$ cat config.mk
export PLATFORM = sky130hd
export DESIGN_NAME = aes_key_expand_seq
export DESIGN_NICKNAME = d
export VERILOG_FILES = /design/src/rtl/aes_pkg.sv /design/src/rtl/aes_subword.sv /design/src/rtl/aes_key_expand_seq.sv
export SDC_FILE = /design/constraint.sdc
export NUM_CORES = 1
export LEC_CHECK = 0
export CAP_MARGIN = 20
export CORE_AREA = 5 5 615 617
export DETAILED_ROUTE_END_ITERATION = 10
export DIE_AREA = 0 0 620 622
export GPL_ROUTABILITY_DRIVEN = 0
export HOLD_SLACK_MARGIN = 0.05
export PLACE_DENSITY = 0.38
export RECOVER_POWER = 50
export SLEW_MARGIN = 15
export SYNTH_ARGS = -nofsm -noshare
export SYNTH_HDL_FRONTEND = slang
export SYNTH_SLANG_ARGS = --single-unit
export TNS_END_PERCENT = 5
$ cat constraint.sdc
create_clock -name clk -period 6.4 [get_ports clk]
set_input_delay 1.92 -clock clk [delete_from_list [all_inputs] [get_ports clk]]
set_output_delay 1.92 -clock clk [all_outputs]
set_load 0.02 [all_outputs]
$ cat src/rtl/aes_pkg.sv
// Shared AES definitions: the S-box, byte/word helpers and the key-expansion state type.
package aes_pkg;

  typedef enum logic [1:0] {IDLE, LOAD, EXPAND, DONE} state_e;

  localparam logic [7:0] SBOX [256] = '{
    8'h63, 8'h7c, 8'h77, 8'h7b, 8'hf2, 8'h6b, 8'h6f, 8'hc5, 8'h30, 8'h01, 8'h67, 8'h2b, 8'hfe, 8'hd7, 8'hab, 8'h76,
    8'hca, 8'h82, 8'hc9, 8'h7d, 8'hfa, 8'h59, 8'h47, 8'hf0, 8'had, 8'hd4, 8'ha2, 8'haf, 8'h9c, 8'ha4, 8'h72, 8'hc0,
    8'hb7, 8'hfd, 8'h93, 8'h26, 8'h36, 8'h3f, 8'hf7, 8'hcc, 8'h34, 8'ha5, 8'he5, 8'hf1, 8'h71, 8'hd8, 8'h31, 8'h15,
    8'h04, 8'hc7, 8'h23, 8'hc3, 8'h18, 8'h96, 8'h05, 8'h9a, 8'h07, 8'h12, 8'h80, 8'he2, 8'heb, 8'h27, 8'hb2, 8'h75,
    8'h09, 8'h83, 8'h2c, 8'h1a, 8'h1b, 8'h6e, 8'h5a, 8'ha0, 8'h52, 8'h3b, 8'hd6, 8'hb3, 8'h29, 8'he3, 8'h2f, 8'h84,
    8'h53, 8'hd1, 8'h00, 8'hed, 8'h20, 8'hfc, 8'hb1, 8'h5b, 8'h6a, 8'hcb, 8'hbe, 8'h39, 8'h4a, 8'h4c, 8'h58, 8'hcf,
    8'hd0, 8'hef, 8'haa, 8'hfb, 8'h43, 8'h4d, 8'h33, 8'h85, 8'h45, 8'hf9, 8'h02, 8'h7f, 8'h50, 8'h3c, 8'h9f, 8'ha8,
    8'h51, 8'ha3, 8'h40, 8'h8f, 8'h92, 8'h9d, 8'h38, 8'hf5, 8'hbc, 8'hb6, 8'hda, 8'h21, 8'h10, 8'hff, 8'hf3, 8'hd2,
    8'hcd, 8'h0c, 8'h13, 8'hec, 8'h5f, 8'h97, 8'h44, 8'h17, 8'hc4, 8'ha7, 8'h7e, 8'h3d, 8'h64, 8'h5d, 8'h19, 8'h73,
    8'h60, 8'h81, 8'h4f, 8'hdc, 8'h22, 8'h2a, 8'h90, 8'h88, 8'h46, 8'hee, 8'hb8, 8'h14, 8'hde, 8'h5e, 8'h0b, 8'hdb,
    8'he0, 8'h32, 8'h3a, 8'h0a, 8'h49, 8'h06, 8'h24, 8'h5c, 8'hc2, 8'hd3, 8'hac, 8'h62, 8'h91, 8'h95, 8'he4, 8'h79,
    8'he7, 8'hc8, 8'h37, 8'h6d, 8'h8d, 8'hd5, 8'h4e, 8'ha9, 8'h6c, 8'h56, 8'hf4, 8'hea, 8'h65, 8'h7a, 8'hae, 8'h08,
    8'hba, 8'h78, 8'h25, 8'h2e, 8'h1c, 8'ha6, 8'hb4, 8'hc6, 8'he8, 8'hdd, 8'h74, 8'h1f, 8'h4b, 8'hbd, 8'h8b, 8'h8a,
    8'h70, 8'h3e, 8'hb5, 8'h66, 8'h48, 8'h03, 8'hf6, 8'h0e, 8'h61, 8'h35, 8'h57, 8'hb9, 8'h86, 8'hc1, 8'h1d, 8'h9e,
    8'he1, 8'hf8, 8'h98, 8'h11, 8'h69, 8'hd9, 8'h8e, 8'h94, 8'h9b, 8'h1e, 8'h87, 8'he9, 8'hce, 8'h55, 8'h28, 8'hdf,
    8'h8c, 8'ha1, 8'h89, 8'h0d, 8'hbf, 8'he6, 8'h42, 8'h68, 8'h41, 8'h99, 8'h2d, 8'h0f, 8'hb0, 8'h54, 8'hbb, 8'h16
  };

  function automatic int nw(input int nr);
    return 4 * (nr + 1);
  endfunction

  function automatic logic [7:0] xtime(input logic [7:0] b);
    return {b[6:0], 1'b0} ^ (b[7] ? 8'h1b : 8'h00);
  endfunction

  function automatic logic [31:0] rot_word(input logic [31:0] w);
    return {w[23:0], w[31:24]};
  endfunction

  function automatic logic [31:0] sub_word(input logic [31:0] w);
    return {SBOX[w[31:24]], SBOX[w[23:16]], SBOX[w[15:8]], SBOX[w[7:0]]};
  endfunction

endpackage

$ cat src/rtl/aes_subword.sv
// Combinational SubWord: four parallel S-box lookups on a 32-bit word.
module aes_subword
  import aes_pkg::*;
(
  input  logic [31:0] word_i,
  output logic [31:0] word_o
);

  for (genvar g = 0; g < 4; g++) begin : g_sbox
    assign word_o[8*g +: 8] = SBOX[word_i[8*g +: 8]];
  end

endmodule

$ cat src/rtl/aes_key_expand_seq.sv
// Sequential AES key expansion streaming w[0]..w[4*(NR+1)-1], one word per handshake.
// Define AES_KEYEXP_SCHED_EN to also collect the flat schedule on round_keys/sched_valid.
module aes_key_expand_seq
  import aes_pkg::*;
#(
  parameter int KEY_LEN = 128,
  parameter int NR      = 10,
  parameter int NK      = 4
) (
  input  logic                    clk,
  input  logic                    rst_n,
  input  logic                    start,
  input  logic [KEY_LEN-1:0]      key,
  output logic [31:0]             w_data,
  output logic [5:0]              w_index,
  output logic                    w_valid,
  input  logic                    w_ready,
  output logic                    busy,
  output logic                    done,
  output logic [128*(NR+1)-1:0]   round_keys,
  output logic                    sched_valid,
  output state_e                  state_o
);

  localparam int NW = nw(NR);
  localparam int CW = $clog2(NK);

  // Handshake: a word transfers on a rising edge with w_valid && w_ready; while
  // w_valid && !w_ready, w_data/w_index hold and nothing internal advances.

  state_e              state_q, state_d;
  logic [NK-1:0][31:0] win_q, win_d;    // win[0] = w[i-NK] .. win[NK-1] = w[i-1]
  logic [31:0]         data_q, data_d;
  logic [5:0]          idx_q, idx_d;
  logic [CW-1:0]       cnt_q, cnt_d;    // (index of next word) mod NK
  logic [CW-1:0]       cnt_inc;
  logic [7:0]          rcon_q, rcon_d;
  logic                hs, step;
  logic [31:0]         sub_in, sub_out, temp, new_w;

  assign w_valid = (state_q == LOAD) || (state_q == EXPAND);
  assign hs      = w_valid && w_ready;
  assign busy    = (state_q != IDLE);
  assign done    = (state_q == DONE);
  assign w_data  = data_q;
  assign w_index = idx_q;
  assign state_o = state_q;
  assign cnt_inc = (cnt_q == CW'(NK - 1)) ? '0 : CW'(cnt_q + 1'b1);

  assign sub_in = (cnt_q == '0) ? rot_word(win_q[NK-1]) : win_q[NK-1];

  aes_subword u_subword (
    .word_i (sub_in),
    .word_o (sub_out)
  );

  always_comb begin
    temp = win_q[NK-1];
    if (cnt_q == '0) temp = sub_out ^ {rcon_q, 24'h0};
    else if (NK > 6 && cnt_q == CW'(4)) temp = sub_out;
    new_w = win_q[0] ^ temp;
  end

  always_comb begin
    state_d = state_q;
    win_d   = win_q;
    data_d  = data_q;
    idx_d   = idx_q;
    cnt_d   = cnt_q;
    rcon_d  = rcon_q;
    step    = 1'b0;
    unique case (state_q)
      IDLE: if (start) begin
        state_d = LOAD;
        for (int k = 0; k < NK; k++) win_d[k] = key[KEY_LEN-1-32*k -: 32];
        data_d  = key[KEY_LEN-1 -: 32];
        idx_d   = '0;
        cnt_d   = CW'(1);
        rcon_d  = 8'h01;
      end
      LOAD: if (hs) begin
        if (idx_q == 6'(NK - 1)) begin
          step    = 1'b1;
          state_d = EXPAND;
        end else begin
          data_d = win_q[cnt_q];
          idx_d  = idx_q + 6'd1;
          cnt_d  = cnt_inc;
        end
      end
      EXPAND: if (hs) begin
        if (idx_q == 6'(NW - 1)) state_d = DONE;
        else step = 1'b1;
      end
      DONE: state_d = IDLE;
    endcase
    // Word i is formed on the handshake of i-1 and the window slides by one.
    if (step) begin
      win_d  = {new_w, win_q[NK-1:1]};
      data_d = new_w;
      idx_d  = idx_q + 6'd1;
      cnt_d  = cnt_inc;
      if (cnt_q == '0) rcon_d = xtime(rcon_q);
    end
  end

  always_ff @(posedge clk or negedge rst_n) begin
    if (!rst_n) begin
      state_q <= IDLE;
      win_q   <= '0;
      data_q  <= '0;
      idx_q   <= '0;
      cnt_q   <= '0;
      rcon_q  <= 8'h01;
    end else begin
      state_q <= state_d;
      win_q   <= win_d;
      data_q  <= data_d;
      idx_q   <= idx_d;
      cnt_q   <= cnt_d;
      rcon_q  <= rcon_d;
    end
  end

`ifdef AES_KEYEXP_SCHED_EN
  logic [128*(NR+1)-1:0] rk_q;
  logic                  sv_q;

  always_ff @(posedge clk or negedge rst_n) begin
    if (!rst_n) begin
      rk_q <= '0;
      sv_q <= 1'b0;
    end else begin
      if (state_q == IDLE && start) sv_q <= 1'b0;
      else if (state_q == EXPAND && hs && idx_q == 6'(NW - 1)) sv_q <= 1'b1;
      for (int k = 0; k < NW; k++) begin
        if (hs && idx_q == 6'(k)) rk_q[32*(NW-1-k) +: 32] <= data_q;
      end
    end
  end

  assign round_keys  = rk_q;
  assign sched_valid = sv_q;
`else
  assign round_keys  = '0;
  assign sched_valid = 1'b0;
`endif

endmodule
==> results of run 1 <==
routing by layer:
metal / GRT usage (%) / up-vias / share of wire [%]
met2: 14.99 / 2330 / 49
li1: - / 14420 / -
met5: 0 / - / 0.11
met1: 9.942 / 16250 / 36
met3: 1.932 / 462 / 9.4
met4: 3.809 / 32 / 5.3
metrics by stage:
step,power [mW],util [%]
floorplan,17.55,-
global route,27.89,10.17
finish,26.44,10.18
CTS,25.92,10.18
detailed placement,24.65,10.02
global placement,25.12,10.02
area by class of cell:
cell class	count	area [um^2]
Multi-Input combinational cell	4227	23400
Tap cell	4972	6221
Sequential cell	178	4458
Fill cell	43470	333600
Clock inverter	13	132.6
Timing Repair Buffer	319	2938
Antenna cell	9	22.52
Inverter	45	171.4
Clock buffer	19	452.9
state kept, by name (all words and copies together) (netlist names):
name     count
win_q      128
w_data      32
rcon_q       8
w_index      6
cnt_q        2
state_o      2
critical path: cells and delay by family:
kind	cells	cell delay, ns
buffers and inverters	2	2.13
and+or+nand+nor	5	1.17
AOI/OAI and AO/OA	1	0.16
xor gates and xnor gates	1	0.16
power groups by stage:
stage,Clock [mW],Combinational (mW),Sequential [mW]
floorplan,0,15.3,2.21
global placement,0,22.5,2.64
detailed placement,0,22.0,2.63
CTS,1.20,22.1,2.61
global route,1.23,24.0,2.67
finish,1.16,22.7,2.59
worst paths after layout:
| path | cells past startpoint | to | from |
|---|---|---|---|
| worst max-delay path | 9 | w_index[5]$_DFFE_PN0P_ | w_ready |
| worst min-delay path | 1 | w_index[4]$_DFFE_PN0P_ | w_index[4]$_DFFE_PN0P_ |
| worst max register to register | 15 | win_q[116]$_DFFE_PN0P_ | cnt_q[0]$_DFFE_PN0P_ |
| worst min register to register | 1 | w_index[4]$_DFFE_PN0P_ | w_index[4]$_DFFE_PN0P_ |
| max in group asynchronous | 2 | rcon_q[1]$_DFF_PN0_ | rst_n |
| min in group asynchronous | 1 | state_o[1]$_DFFE_PN0P_ | rst_n |
cell usage in the layout, fill, tap and decap left out, types with 56 or more instances in the layout:
cell,instances
sky130_fd_sc_hd__a211oi_1,69
sky130_fd_sc_hd__a21oi_1,190
sky130_fd_sc_hd__a311oi_1,75
sky130_fd_sc_hd__a31oi_1,170
sky130_fd_sc_hd__buf_4,133
sky130_fd_sc_hd__clkdlybuf4s50_1,172
sky130_fd_sc_hd__conb_1,1409
sky130_fd_sc_hd__dfrtp_1,175
sky130_fd_sc_hd__ha_1,56
sky130_fd_sc_hd__mux2i_1,122
sky130_fd_sc_hd__nand2_1,544
sky130_fd_sc_hd__nand3_1,108
sky130_fd_sc_hd__nor2_1,366
sky130_fd_sc_hd__nor3_1,114
sky130_fd_sc_hd__o211ai_1,90
sky130_fd_sc_hd__o21ai_0,185
sky130_fd_sc_hd__o311ai_0,61
cells by family after synthesis:
kind of cell | after synthesis | share of synthesized area [%]
buffers and inverters | 1867 | 36.10
and+or+nand+nor | 1302 | 16.13
AOI/OAI and AO/OA | 1212 | 24.36
muxes | 206 | 7.602
DFF | 178 | 12.72
adders and majority gates | 58 | 2.072
xor gates and xnor gates | 40 | 1.000
other | 1 | 0.01071
==> flow_summary_export.csv, run 1 <==
group,metric,value,unit
worst_setup_path,worstSetupEndpointType,"flop",
power,comb_power_share,85.8,%
worst_setup_path,cp.arrival,5.56,ns
yosys,synth_edf_count,0,
yosys,post-synth-top-area-cell,"sky130_fd_sc_hd__buf_4",
timing,fin_crit_period,5.157,ns
yosys,async_flop_share,100.0,%
worst_setup_path,timing.critical_path.required,6.80,ns
final_layout,finalNetCount,4978,
clock_tree,postCtsSetupBuffers,0,
die,die_area,0.3856,mm^2
yosys,yosysTopAreaCellShare,30.63,%
grt,global_route.overflow_total,0,
run,maxCapViolations,4,
final_layout,area_delta_synth_final,7.902,%
routing,route.detailed.wl_per_inst,18.27,um
routing,drtAntennaViolNets,0,
worst_setup_path,worst-r2r-setup-slack,1.30,ns
timing,setup_repair_after_global_routing_missed_its_margin,"false",
yosys,synth_area,0.03502,mm^2
power,leakagePower,14.62,nW
clock_tree,cts-buffers-inserted,17,
worst_setup_path,cp_cell_sequence,"dlygate4sd3_1 -> nand2_1 -> a211oi_4 -> clkbuf_2 -> nor2_1 -> nor2_1 -> nand3_1 -> xnor2_1 -> nor2_1",
placed_design,detailed_place.area,0.03721,mm^2
timing,final_min_period_over_clock_period,80.57,%
power,cellInternalPower,9.298,mW
yosys,yosysMostFrequentCell,"sky130_fd_sc_hd__buf_4",
timing,timing.setup.tns,0,ns
yosys,syn-instance-count,4864,
timing,setup_violations,0,
timing,layout_setup_ws,1.243,ns
routing,drt_pass1_iterations,6,
power,clock_power_share,4.4,%
yosys,postSynthRegisterBits,178,
worst_setup_path,timing.critical_path.slowest_stage_cell,"sky130_fd_sc_hd__clkbuf_2",
placed_design,dpl.cell_count,9740,
clock_tree,clock_sink_count,178,
placed_design,dpl.hpwl,136500,um
timing,worst_pin_slew,2.504,ns
outcome,violations,"max-capacitance violations, max-slew violations",
clock_tree,clock_latency,0.55,ns
clock_tree,post_cts_hold_buffer_count,0,
placed_design,dpl_worst_slack,1.448,ns
power,ir_worst_vdd,0.0004986,V
die,rows,224,
grt,first_global_vias,30690,
worst_setup_path,critical_path_class,"in -> reg",
worst_setup_path,timing.critical_path.mode_cell,"sky130_fd_sc_hd__nor2_1",
worst_setup_path,crit_path_max_fanout,78,
yosys,synth.cells.most_frequent,"sky130_fd_sc_hd__buf_4 (1,429), sky130_fd_sc_hd__nand2_1 (545), sky130_fd_sc_hd__nor2_1 (366)",
clock_tree,cts.root.buffer_cell,"sky130_fd_sc_hd__clkbuf_16",
worst_setup_path,cpPeakStageDelay,1.55,ns
clock_tree,cts_max_path_buffers,2,
timing,timing.fmax,0.1939,GHz
yosys,synthesis.yosys.warnings,0,
die,die_w,620,um
timing,skew,0.02823,ns
final_layout,final_cell_count_no_fill,9782,
placed_design,port-buffer-count,174,
hold_path,min-delay-path-class,"reg -> reg",
timing,timing.slew.headroom,-66.93,%
die,initial_utilization,9.432,%
clock_tree,tritoncts,"done",
die,core_area,0.3714,mm^2
routing,route.vias.total,33500,
grt,grt_antenna_before_repair,89,
yosys,synth_seq_area_share,12.72,%
yosys,avgSynthCellArea,7.201,um^2
power,net-switching-power,17.14,mW
routing,finalWirelength,178700,um
power,power_frac_seq,9.8,%
power,power-per-cell-area,699.5,mW/mm^2
outcome,outcome,"finished, violations left",
timing,final_hold_viol_count,0,
yosys,synth_area_leaders,"sky130_fd_sc_hd__buf_4 (31%), sky130_fd_sc_hd__dfrtp_1 (13%), sky130_fd_sc_hd__nand2_1 (5.8%), sky130_fd_sc_hd__nor2_1 (3.9%), sky130_fd_sc_hd__mux2i_1 (3.8%)",
grt,globalRouteTotalUtil,8.583,%
grt,global_route_wire_length_before_repair,244800,um
worst_setup_path,timing.critical_path.from_type,"input pin",
final_layout,final_layout_size_suffix_gt1_share,6.374,%
routing,drc_errors_left,0,
final_layout,final_cell_area,0.03779,mm^2
routing,drt_iter0_drc,4026,
yosys,ys_types,93,
clock_tree,postCtsResizedCells,0,
clock_tree,clock_transition_time_at_the_flip_flop_clock_pins_of_the_worst_setup_and_hold_paths,0.08,ns
grt,pin_count_of_the_biggest_net_entering_global_routing,108,
power,switching_share,64.83,%
die,die_height,622,um
timing,fin_hold_ws,0.5506,ns
clock_tree,htree_num_levels,4,
die,pin_count,1584,
yosys,synth_flop_cell,"sky130_fd_sc_hd__dfrtp_1",
routing,viasPerCell,3.424,
timing,timing.final.max_slew_violations,227,
(Power assumes the default switching activity.)
==> inputs of run 2 (changes only) <==
--- a/config.mk
+++ b/config.mk
@@ -6,12 +6,12 @@
 export NUM_CORES = 1
 export LEC_CHECK = 0
 export CAP_MARGIN = 20
-export CORE_AREA = 5 5 615 617
+export CORE_AREA = 5 5 608 610
 export DETAILED_ROUTE_END_ITERATION = 10
-export DIE_AREA = 0 0 620 622
+export DIE_AREA = 0 0 613 615
 export GPL_ROUTABILITY_DRIVEN = 0
 export HOLD_SLACK_MARGIN = 0.05
-export PLACE_DENSITY = 0.38
+export PLACE_DENSITY = 0.39
 export RECOVER_POWER = 50
 export SLEW_MARGIN = 15
 export SYNTH_ARGS = -nofsm -noshare
==> constraint.sdc (replaced) <==
create_clock -name clk -period 4.43 [get_ports clk]
set_input_delay 1.329 -clock clk [delete_from_list [all_inputs] [get_ports clk]]
set_output_delay 1.329 -clock clk [all_outputs]
set_load 0.02 [all_outputs]
==> run 2 against run 1 <==
Against the previous run: the run still ends with max-capacitance violations, max-slew violations left; clock skew grew 0.0072 ns; global-route usage grew 0.43 points; critical path depth grew 5; highest routed layer unchanged; worst hold slack got worse by 0.0049 ns; core utilization increased by 0.68 points; combinational power grew 60%; sequential cell count stayed put; clock-buffer cell count shrank 2; via count grew 3.8%; first-iteration DRC count down 3.8%; cell area is 4.5% higher; final cell count grew 0.64%.
==> flow_summary_export.csv, run 2 (synthesized netlist as in run 1, its figures left out) <==
group,metric,value,unit
placed_design,dpl.hpwl,143300,um
timing,timing.final.max_slew_violations,97,
grt,global_route_wire_length_before_repair,252100,um
power,ir_worst_vdd,0.0004030,V
routing,viasPerCell,3.532,
die,rows,222,
timing,final_min_period_over_clock_period,95.69,%
routing,drt_iter0_drc,3871,
routing,finalWirelength,182900,um
timing,final_hold_viol_count,0,
clock_tree,clock_latency,0.55,ns
die,initial_utilization,9.626,%
worst_setup_path,worstSetupEndpointType,"flop",
worst_setup_path,crit_path_max_fanout,17,
worst_setup_path,timing.critical_path.required,4.83,ns
final_layout,layout.cells.most_common,"sky130_fd_sc_hd__conb_1",
run,maxCapViolations,2,
clock_tree,clock_sink_count,178,
outcome,outcome,"finished, violations left",
routing,drt_pass1_iterations,6,
final_layout,final_cell_mix,"sky130_fd_sc_hd__conb_1 (1,409), sky130_fd_sc_hd__nand2_1 (544), sky130_fd_sc_hd__nor2_1 (366), sky130_fd_sc_hd__buf_4 (337), sky130_fd_sc_hd__a21oi_1 (190)",
die,core_area,0.3639,mm^2
timing,setup_violations,0,
die,die_height,615,um
timing,timing.slew.headroom,-52.14,%
clock_tree,clock_transition_time_at_the_flip_flop_clock_pins_of_the_worst_setup_and_hold_paths,0.10,ns
final_layout,largest-register,"win_q",
timing,setup_repair_after_global_routing_missed_its_margin,"false",
clock_tree,postCtsResizedCells,0,
worst_setup_path,timing.critical_path.from_type,"flop",
clock_tree,tritoncts,"done",
clock_tree,cts_max_path_buffers,2,
hold_path,min-delay-path-class,"reg -> reg",
final_layout,finalNetCount,5202,
grt,grt_antenna_before_repair,68,
timing,skew,0.03540,ns
clock_tree,postCtsSetupBuffers,0,
grt,global_route.overflow_total,0,
timing,timing.fmax,0.2359,GHz
worst_setup_path,worst-r2r-setup-slack,0.19,ns
routing,route.vias.total,34780,
final_layout,postLayoutCoreUtil,10.86,%
die,die_area,0.3770,mm^2
timing,worst_pin_slew,2.282,ns
clock_tree,htree_num_levels,4,
routing,drc_errors_left,0,
die,pin_count,1584,
clock_tree,cts-buffers-inserted,17,
final_layout,final_layout_size_suffix_gt1_share,10.43,%
die,die_w,613,um
power,leakagePower,15.80,nW
outcome,violations,"max-capacitance violations, max-slew violations",
worst_setup_path,critical_path_class,"reg -> reg",
timing,timing.setup.tns,0,ns
grt,pin_count_of_the_biggest_net_entering_global_routing,81,
worst_setup_path,cp.arrival,4.64,ns
clock_tree,post_cts_hold_buffer_count,0,
timing,fin_crit_period,4.239,ns
final_layout,area_delta_synth_final,12.81,%
placed_design,port-buffer-count,174,
final_layout,largest_register_ff_count,128,
grt,first_global_vias,31950,
grt,globalRouteTotalUtil,9.013,%
power,power-per-cell-area,1060,mW/mm^2
clock_tree,cts.root.buffer_cell,"sky130_fd_sc_hd__clkbuf_16",
routing,drtAntennaViolNets,0,
routing,route.detailed.wl_per_inst,18.57,um
[run 2: layout make-up]
cell class | instances | area (um^2)
Antenna cell | 5 | 12.51
Clock buffer | 17 | 425.4
Clock inverter | 14 | 205.2
Fill cell | 42490 | 324400
Inverter | 45 | 168.9
Multi-Input combinational cell | 4227 | 23370
Sequential cell | 178 | 4458
Tap cell | 4816 | 6026
Timing Repair Buffer | 543 | 4842
[run 2: per-stage QoR]
step                std cells  hold slack (ns)  power (mW)  setup WS, ns  area, um^2
global route             9840           0.5834       43.93       0.05514       39500
floorplan                6272           0.4966       25.36      0.009478       40320
detailed placement       9809           0.5291       38.81        0.2631       38890
global placement         9809           0.5358       39.74        0.2007       38890
CTS                      9840           0.5520       40.86        0.1855       39520
finish                   9845           0.5458       41.89        0.1908       39510
[run 2: critical path: stages (launching register included)]
cell and delay [ns]:
sky130_fd_sc_hd__dfrtp_2 0.41, sky130_fd_sc_hd__inv_1 0.12, sky130_fd_sc_hd__ha_1 0.33, sky130_fd_sc_hd__buf_4 0.35, sky130_fd_sc_hd__mux2i_4 0.33, sky130_fd_sc_hd__inv_2 0.21
sky130_fd_sc_hd__buf_4 0.27, sky130_fd_sc_hd__buf_4 0.20, sky130_fd_sc_hd__o311ai_0 0.58, sky130_fd_sc_hd__a31oi_1 0.15, sky130_fd_sc_hd__o21ai_0 0.10, sky130_fd_sc_hd__o21ai_0 0.09
sky130_fd_sc_hd__o21ai_0 0.60, sky130_fd_sc_hd__xor2_1 0.23, sky130_fd_sc_hd__o21ai_0 0.10
[run 2: metal layers]
| layer | vias up | wire, um | global-route usage, % |
|---|---|---|---|
| met4 | 6 | 9370 | 3.537 |
| li1 | 14860 | - | - |
| met3 | 569 | 17680 | 2.094 |
| met2 | 2584 | 87190 | 15.32 |
| met1 | 16760 | 68590 | 10.93 |
| met5 | - | 33 | 0 |
[run 2: report_power, final]
group | leakage [nW] | internal (mW) | switching [mW]
Combinational | 13.4 | 12.4 | 23.9
Clock | 0.305 | 0.869 | 0.963
Sequential | 2.13 | 2.46 | 1.32
[run 2: final timing paths]
check	from	end	depth (start not counted)
setup / recovery	cnt_q[0]$_DFFE_PN0P_	w_data[4]$_DFFE_PN0P_	14
hold / removal	w_index[4]$_DFFE_PN0P_	w_index[4]$_DFFE_PN0P_	1
setup reg to reg	cnt_q[0]$_DFFE_PN0P_	w_data[4]$_DFFE_PN0P_	14
hold reg to reg	w_index[4]$_DFFE_PN0P_	w_index[4]$_DFFE_PN0P_	1
max in group asynchronous	rst_n	cnt_q[1]$_DFFE_PN0P_	1
min in group asynchronous	rst_n	win_q[114]$_DFFE_PN0P_	1
